`config.mk`:
```
export PLATFORM = sky130hd
export DESIGN_NAME = lifo_arbiter
export DESIGN_NICKNAME = d
export VERILOG_FILES = /design/src/rtl/lifo_pkg.sv /design/src/rtl/rr_arbiter.sv /design/src/rtl/lifo_arbiter.sv
export SDC_FILE = /design/constraint.sdc
export NUM_CORES = 1
export LEC_CHECK = 0
export CAP_MARGIN = 30
export CORE_MARGIN = 5
export CORE_UTILIZATION = 36
export DETAILED_ROUTE_END_ITERATION = 10
export PLACE_DENSITY = 0.81
export SYNTH_ARGS = -nofsm -noshare
export SYNTH_HDL_FRONTEND = slang
export SYNTH_HIERARCHICAL = 1
export SYNTH_SLANG_ARGS = --single-unit
```
`constraint.sdc`:
```
create_clock -name clk -period 5.8 [get_ports clk]
set_input_delay 1.16 -clock clk [delete_from_list [all_inputs] [get_ports clk]]
set_output_delay 1.16 -clock clk [all_outputs]
set_load 0.01 [all_outputs]
```
`src/rtl/lifo_pkg.sv`:
```
// Shared definitions for the LIFO arbiter slice.
//   DWIDTH_DEF / AWIDTH_DEF : default data and LIFO address widths
//   id_w()                  : width of a requester index (at least 1 bit)
//   op_e                    : LIFO operation issued in a cycle
package lifo_pkg;

  localparam int DWIDTH_DEF = 16;
  localparam int AWIDTH_DEF = 8;

  // NREQ is 2..8, so this is $clog2 with a 1-bit floor.
  function automatic int id_w(input int n);
    return (n <= 2) ? 1 : $clog2(n);
  endfunction

  typedef enum logic [1:0] {
    OP_NONE = 2'd0,
    OP_PUSH = 2'd1,
    OP_POP  = 2'd2
  } op_e;

endpackage

```
`src/rtl/rr_arbiter.sv`:
```
// Round-robin one-hot selector.
//   req   : eligible requesters
//   ptr   : index where the search starts (highest priority this cycle)
//   grant : one-hot winner, zero when req is zero
module rr_arbiter
  import lifo_pkg::*;
#(
  parameter  int NREQ = 2,
  localparam int IDW  = id_w(NREQ)
) (
  input  logic [NREQ-1:0] req,
  input  logic [IDW-1:0]  ptr,
  output logic [NREQ-1:0] grant
);

  logic [2*NREQ-1:0] req_dbl;
  logic [2*NREQ-1:0] gnt_dbl;
  logic [NREQ-1:0]   req_rot;
  logic [NREQ-1:0]   gnt_rot;

  // Rotate so ptr lands on bit 0, take the lowest set bit, rotate back.
  always_comb begin
    req_dbl = {req, req} >> ptr;
    req_rot = req_dbl[NREQ-1:0];
    gnt_rot = req_rot & (-req_rot);
    gnt_dbl = {gnt_rot, gnt_rot} << ptr;
    grant   = gnt_dbl[2*NREQ-1:NREQ];
  end

endmodule

```
`src/rtl/lifo_arbiter.sv`:
```
// Arbitrates NREQ requesters onto a single external LIFO (read latency 1).
//   req_push/req_pop/req_data : per-requester requests, held until granted
//   req_grant                 : one-hot, combinational in the request cycle
//   rsp_valid/rsp_id/rsp_data : pop result, one cycle after the pop grant
//   lifo_*                    : command to / status from the LIFO
//   occ                       : shadow occupancy used for eligibility
//   err_illegal/err_desync    : sticky error flags, cleared only by reset
module lifo_arbiter
  import lifo_pkg::*;
#(
  parameter  int DWIDTH = DWIDTH_DEF,
  parameter  int AWIDTH = AWIDTH_DEF,
  parameter  int NREQ   = 2,
  localparam int IDW    = id_w(NREQ)
) (
  input  logic                         clk,
  input  logic                         rst_n,
  input  logic [NREQ-1:0]              req_push,
  input  logic [NREQ-1:0]              req_pop,
  input  logic [NREQ-1:0][DWIDTH-1:0]  req_data,
  output logic [NREQ-1:0]              req_grant,
  output logic                         rsp_valid,
  output logic [IDW-1:0]               rsp_id,
  output logic [DWIDTH-1:0]            rsp_data,
  output logic                         lifo_wrreq,
  output logic                         lifo_rdreq,
  output logic [DWIDTH-1:0]            lifo_data,
  input  logic [DWIDTH-1:0]            lifo_q,
  input  logic                         lifo_empty,
  input  logic                         lifo_full,
  input  logic [AWIDTH:0]              lifo_usedw,
  output logic [AWIDTH:0]              occ,
  output logic                         err_illegal,
  output logic                         err_desync
);

  localparam logic [AWIDTH:0] OCC_MAX = {1'b1, {AWIDTH{1'b0}}};
  localparam logic [AWIDTH:0] OCC_ONE = {{AWIDTH{1'b0}}, 1'b1};
  localparam logic [IDW-1:0]  ID_ONE  = {{(IDW-1){1'b0}}, 1'b1};

  // rdy is low through reset and the first cycle after release; it gates
  // every grant, so async reset also kills grants combinationally.
  logic            rdy;
  logic [IDW-1:0]  rr_ptr;
  logic [AWIDTH:0] occ_d1;
  logic [NREQ-1:0] push_elig, pop_elig, arb_gnt;
  logic [IDW-1:0]  win_id;
  op_e             op;

  always_comb begin
    push_elig = (rdy && occ < OCC_MAX) ? req_push : '0;
    // A simultaneous push+pop on one requester resolves to push only.
    pop_elig  = (rdy && occ != '0) ? (req_pop & ~req_push) : '0;
  end

  rr_arbiter #(.NREQ(NREQ)) u_rr (
    .req   (push_elig | pop_elig),
    .ptr   (rr_ptr),
    .grant (arb_gnt)
  );

  always_comb begin
    win_id    = '0;
    op        = OP_NONE;
    lifo_data = '0;
    for (int i = 0; i < NREQ; i++) begin
      if (arb_gnt[i]) begin
        win_id = IDW'(i);
        if (req_push[i]) begin
          op        = OP_PUSH;
          lifo_data = req_data[i];
        end else begin
          op = OP_POP;
        end
      end
    end
  end

  assign req_grant  = arb_gnt;
  assign lifo_wrreq = (op == OP_PUSH);
  assign lifo_rdreq = (op == OP_POP);
  // lifo_q is only meaningful in the cycle after a read.
  assign rsp_data   = rsp_valid ? lifo_q : '0;

  always_ff @(posedge clk or negedge rst_n) begin
    if (!rst_n) begin
      rdy         <= 1'b0;
      rr_ptr      <= '0;
      occ         <= '0;
      occ_d1      <= '0;
      rsp_valid   <= 1'b0;
      rsp_id      <= '0;
      err_illegal <= 1'b0;
      err_desync  <= 1'b0;
    end else begin
      rdy       <= 1'b1;
      occ_d1    <= occ;
      rsp_valid <= (op == OP_POP);

      if (op != OP_NONE)
        rr_ptr <= (int'(win_id) == NREQ-1) ? '0 : win_id + ID_ONE;

      case (op)
        OP_PUSH: occ <= occ + OCC_ONE;
        OP_POP:  occ <= occ - OCC_ONE;
        default: ;
      endcase

      if (op == OP_POP)
        rsp_id <= win_id;

      if (rdy && |(req_push & req_pop))
        err_illegal <= 1'b1;

      // LIFO status lags our occupancy by one cycle.
      if (rdy && ((lifo_usedw != occ_d1) ||
                  (lifo_full  && occ_d1 != OCC_MAX) ||
                  (lifo_empty && occ_d1 != '0)))
        err_desync <= 1'b1;
    end
  end

endmodule

```
## After elaboration in Yosys (flattened, before gate mapping)

Index checks and enable logic that the tools add are counted.

| storage, ports and cells | value |
|---|---|
| bits in registers | 24 |
| output and inout port bits | 49 |
| logic and storage cells | 51 |

| operators by class | value |
|---|---|
| add/sub/neg operators | 4 |
| order comparisons | 1 |
| equality and inequality tests | 4 |
| shift-type cells | 2 |
| multiplexer cells | 14 |
| bitwise operators | 5 |
| reduce and logical (&&, ||, !) cells | 13 |

Operator list:

| operator | number |
|---|---|
| 16-bit two-way mux | 5 |
| 9-bit one-hot mux with 2 select lines | 1 |
| 9-bit nonzero test | 2 |
| 2-bit two-way mux | 6 |
| 9-bit by 1-bit adder with 9-bit output, second input constant | 1 |
| 9-bit less-than comparator, second input constant | 1 |
| 9-bit inequality test | 1 |
| 9-bit inequality test, second input constant | 1 |
| 9-bit by 1-bit subtractor with 9-bit output, second input constant | 1 |
| 2-bit bitwise AND | 3 |
| 1-bit logical AND | 6 |
| 2-bit nonzero test | 2 |
| 4-bit by 1-bit left shift with 4-bit output | 1 |
| 4-bit by 1-bit right shift with 2-bit output | 1 |
| 2-bit by 1-bit equality test with 1-bit output, second input constant | 1 |
| 2-bit equality test, second input constant | 1 |
| 1-bit logical OR | 2 |
| 1-bit two-way mux | 2 |
| 2-bit negation | 1 |
| 2-bit NOT | 1 |
| 2-bit bitwise OR | 1 |
| 2-bit OR reduction | 1 |
| 1-bit adder, second input constant | 1 |

## Longest topological paths before layout

| logic depth | value |
|---|---|
| depth after elaboration | 12 |
| depth in mapped cells | 22 |
| depth with buffers taken out | 18 |

## By module

The synthesis kept the hierarchy.

By module, submodules not included:

| module | times used | cells each | area each (µm²) | sequential area each (µm²) |
|---|---|---|---|---|
| lifo_arbiter | 1 | 187 | 1706.6 | 600.6 |
| rr_arbiter | 1 | 3 | 18.8 | 0.0 |

## Least setup slack after synthesis

OpenSTA, ideal clock, no wires.

| timing | value |
|---|---|
| kind | input-to-reg |
| from | in req_pop[1] |
| to | reg occ[8] |
| setup time | 0.079 ns |
| data arrival time | 4.616 ns |
| required time | 5.721 ns |
| setup slack | 1.104 ns |
| stages | 18 |
| path buffers | 3 |
| path through | nand2_1 o21ai_0 a21boi_1 and2_1 clkbuf_1 o21bai_1 inv_1 ha_1 buf_2 buf_1 xor2_1 ha_1 and4b_1 a21oi_2 o221ai_2 a311o_1 a21oi_1 xor2_1 |

| between the ends | value |
|---|---|
| elaborated cells on any way between the ends | 13 |
| classes of those cells | add/sub: 1; eq/ne: 2; shift: 2; mux: 4; bitwise: 3; reduce/logical: 1 |

RTL lines:

| what | line | text |
|---|---|---|
| start, declared | lifo_arbiter.sv:19 | `input logic [NREQ-1:0] req_pop,` |
| 2-bit bitwise AND (*) | lifo_arbiter.sv:53 | `pop_elig = (rdy && occ != '0) ? (req_pop & ~req_push) : '0;` |
| 2-bit two-way mux (*) | lifo_arbiter.sv:53 |  |
| 2-bit bitwise OR (*) | lifo_arbiter.sv:57 | `.req (push_elig \| pop_elig),` |
| 4-bit by 1-bit right shift with 2-bit output (*) | rr_arbiter.sv:23 | `req_dbl = {req, req} >> ptr;` |
| 2-bit negation | rr_arbiter.sv:25 | `gnt_rot = req_rot & (-req_rot);` |
| 2-bit bitwise AND (*) | rr_arbiter.sv:25 |  |
| 4-bit by 1-bit left shift with 4-bit output (*) | rr_arbiter.sv:26 | `gnt_dbl = {gnt_rot, gnt_rot} << ptr;` |
| via req_grant[1] | lifo_arbiter.sv:21 | `output logic [NREQ-1:0] req_grant,` |
| 2-bit two-way mux (*) | lifo_arbiter.sv:67 | `if (arb_gnt[i]) begin` |
| 2-bit equality test (*) | -- |  |
| via lifo_rdreq | lifo_arbiter.sv:26 | `output logic lifo_rdreq,` |
| 9-bit one-hot mux with 2 select lines / 2-bit nonzero test (equally long branches) | -- |  |
| end signal, assigned | lifo_arbiter.sv:104 | `OP_PUSH: occ <= occ + OCC_ONE;` |
| end signal, assigned | lifo_arbiter.sv:105 | `OP_POP: occ <= occ - OCC_ONE;` |
| end, declared | lifo_arbiter.sv:32 | `output logic [AWIDTH:0] occ,` |

The timed path passes the listed nets; every way through them passes the cells marked *.
A chain may end at the register's enable or synchronous reset.

## Worst setup path after layout

| timing | value |
|---|---|
| from | in req_pop[0] |
| to | out lifo_data[5] |

| between the ends | value |
|---|---|
| word-level cells in the longest chain between the ends | 10 |

Ends and longest elaborated chain:

| what | line | text |
|---|---|---|
| 2-bit bitwise AND (*) | lifo_arbiter.sv:53 |  |
| 2-bit two-way mux (*) | lifo_arbiter.sv:53 |  |
| 2-bit bitwise OR (*) | lifo_arbiter.sv:57 |  |
| 4-bit by 1-bit right shift with 2-bit output (*) | rr_arbiter.sv:23 |  |
| 2-bit negation | rr_arbiter.sv:25 |  |
| 2-bit bitwise AND (*) | rr_arbiter.sv:25 |  |
| 4-bit by 1-bit left shift with 4-bit output (*) | rr_arbiter.sv:26 |  |
| 16-bit two-way mux | lifo_arbiter.sv:67 |  |
| 16-bit two-way mux | lifo_arbiter.sv:69 | `if (req_push[i]) begin` |
| 16-bit two-way mux (*) | lifo_arbiter.sv:67 |  |
| end, declared | lifo_arbiter.sv:27 | `output logic [DWIDTH-1:0] lifo_data,` |

Mark *: on every way between the ends. The rest lies on a longest branch, timed or not.

==> impl_metrics.tcl <==
set metrics [dict create \
    hold_buffers 0 \
    synth_most_common_cell "dfrtp_1" \
    final.setup.tns_ps 0 \
    synth.top_cells.by_count "24 x dfrtp_1, 17 x a22o_1, 17 x and2_1" \
    h-tree-depth 1 \
    drtIter0Drc 67 \
    synth_top_area_share_pct 34.81 \
    fin_util_pct 62.48 \
    post-cts-setup-buffers 0 \
    grt_pass1_vias 1756 \
    synth-adder-area-share_pct 3.626 \
    p_comb_share_pct 52.4 \
    track_usage_pct 16.88 \
    routedWlPerCell_um 15.31 \
    grt_pass1_wl_mm 8.528 \
    skew_ps 1.773 \
    grt_max_degree 21 \
    yosys-mux-area-fraction_pct 1.885 \
    crit_buf_inv 3 \
    cts_inserted_buffers 3 \
    cap_violations 0 \
    p_clk_share_pct 9.8 \
    drt-vias-per-instance 4.980 \
    switching_share_pct 39.89 \
    port_buffers 113 \
    clkTransAtPathRegs_ps 70 \
    antenna_found_initial 0 \
    ir_drop_uv 192.1 \
    p_int_mw 0.5808 \
    powerDensity_nw_per_um2 329.6 \
    drive_above_1_share_pct 5.405 \
    cts_tree "done" \
    ys.flop_type "dfrtp_1" \
    netlist_area_um2 1725 \
    area_growth_pct 69.91 \
    die_w_um 79.23 \
    dpl_worst_slack_ps 876.3 \
    insertedDiodeCount 0 \
    ant_nets 0 \
    yosys.area_share.simple_pct 22.12 \
    rsz0062_at_grt "no" \
    nNetsFinal 368 \
    final_area_um2 2932 \
    async_flop_share_pct 100.0 \
    cts_resized 0 \
    synth_xor_area_share_pct 10.66 \
    power_frac_seq_pct 37.8 \
    clkLatencyLatePin_ps 260 \
    endpoint_kind "primary output" \
    drt_first_pass_iters 4 \
    wl_mm 5.359 \
    cp_max_fo 9 \
    clkSinkCount 24 \
    period_needed_ps 4917 \
    die_y_um 79.23 \
    critPathSlowestCell "clkdlybuf4s50_1" \
    slowest_delay_ps 530 \
    setup_viol_count_final 0 \
    power.leakage_nw 1.142 \
    dp_hpwl_mm 4.377 \
    slew_headroom_pct 66.08 \
    finalWeightedCongestion 0.8318 \
    synth_top_area_cell "dfrtp_1" \
    route.detailed.drc 0 \
    synth_warnings 6 \
    p_switching_mw 0.3854 \
    synth_seq_cells 24 \
    path_cells "clkdlybuf4s50_1, nand2_1, o21ai_0, a21boi_0, nand2_1, nor2_1, buf_4, a22o_1, clkdlybuf4s50_1" \
    yosysUniqueCellTypes 48 \
    worst_path_dominant_cell_family "buffers and inverters" \
    io_pins 114 \
    cp_data_required_time_ps 4640 \
    cts.path.max_buffers 2 \
    drv_slew 0 \
    setup_slack_ps 883.3 \
    finalCritPeriodShare_pct 84.77 \
    synth.net_count 260 \
    core_area_um2 4692 \
    place_area_um2 2890 \
    max_freq_ghz 0.2034 \
    synth_compound_area_share_pct 21.46 \
    ys_seq_area_share_pct 34.81 \
    status "finished clean" \
    synth_area_per_cell_um2 9.081 \
    synth_top_family_by_area "simple AND/OR/NAND/NOR gates" \
    synth_area_leaders "dfrtp_1 35%, a22o_1 8.6%, xor2_1 6.6%, and2_1 6.2%, xnor2_1 4.1%" \
    cp-start-kind "primary input" \
    arrival_ps 3760 \
    synth-edff-count 0 \
    dieArea_um2 6277 \
    hold_class "reg -> reg" \
    grt_overflow 0 \
    dr_total_vias 1743 \
    start_util_pct 36.77 \
    netlist_instances 190 \
    tightest_slew_ps 508.8 \
    path_class "in -> out" \
    power.total_mw 0.9662 \
    hold_violations 0 \
    rows 25 \
    root_buffer "clkbuf_8" \
]
-- worst reg2reg max path, delay by kind of cell, from the launching register on --
family / cells / cell delay, ps
flops: 1 / 590
simple gates: 5 / 920
compound gates: 8 / 1820
xor+xnor: 2 / 340
buf+inv: 1 / 100
fa+ha+maj: 2 / 510
-- area by class of cell --
class                           count  area, um2
Timing Repair Buffer              117       1169
Fill cell                         405       1760
Sequential cell                    24      600.6
Clock buffer                        3      41.29
Multi-Input combinational cell    147       1035
Inverter                            5      18.77
Tap cell                           54      67.56
-- per-layer routing --
metal	share of wire, %	track usage (%)	up-vias
met5	0	0	-
met4	2.0	6.186	0
met3	3.7	1.814	11
met2	54	29.97	40
met1	40	20.97	809
li1	-	-	883
-- logic make-up (layout without fill, tap and decap cells) --
kind of cell	Yosys count	in the layout
AOI/OAI and AO/OA	49	49
DFF	24	24
muxes	3	3
xor gates and xnor gates	21	21
adders and majority gates	5	5
other	1	1
and+or+nand+nor	68	68
buffers and inverters	19	125
-- worst paths after layout --
check	slack, ps	endpoint	from	cells past startpoint
worst min register to register	460	err_illegal$_DFFE_PN0P_	err_illegal$_DFFE_PN0P_	1
max in group asynchronous	4160	rdy$_DFF_PN0_	rst_n	2
worst min-delay path	460	err_illegal$_DFFE_PN0P_	err_illegal$_DFFE_PN0P_	1
worst max register to register	1450	occ[8]$_DFFE_PN0P_	occ[1]$_DFFE_PN0P_	18
min in group asynchronous	1200	occ[1]$_DFFE_PN0P_	rst_n	1
worst max-delay path	880	lifo_data[5]	req_pop[0]	9
-- state kept, by name, summed over array words and instances (netlist names) --
register and count:
occ 9, occ_d1 9, err_desync 1, err_illegal 1, rdy 1, rr_ptr 1, rsp_id 1, rsp_valid 1
-- per-stage QoR --
step / hold slack (ps) / cells
global route: 489.7 / 350
floorplan: 430.0 / 190
finish: 465.0 / 350
CTS: 470.4 / 350
global placement: 438.6 / 346
detailed placement: 453.3 / 347
-- placed cells by master (no fill, tap or decap), types with 7 or more instances in the layout --
cell and count:
a21oi_1 7, xor2_1 13, and2_1 17, nand2_1 14
nor2_1 11, xnor2_1 8, a22o_1 17, o21ai_0 7
dfrtp_1 24, clkdlybuf4s50_1 113
-- power by group through the flow --
stage / registers [mW] / logic (mW) / clock network, mW
after floorplan: 0.317 / 0.329 / 0
after global placement: 0.366 / 0.498 / 0
after detailed placement: 0.369 / 0.509 / 0
after CTS: 0.366 / 0.512 / 0.0972
after global routing: 0.387 / 0.555 / 0.106
final: 0.365 / 0.506 / 0.0949
(Power assumes the default switching activity.)
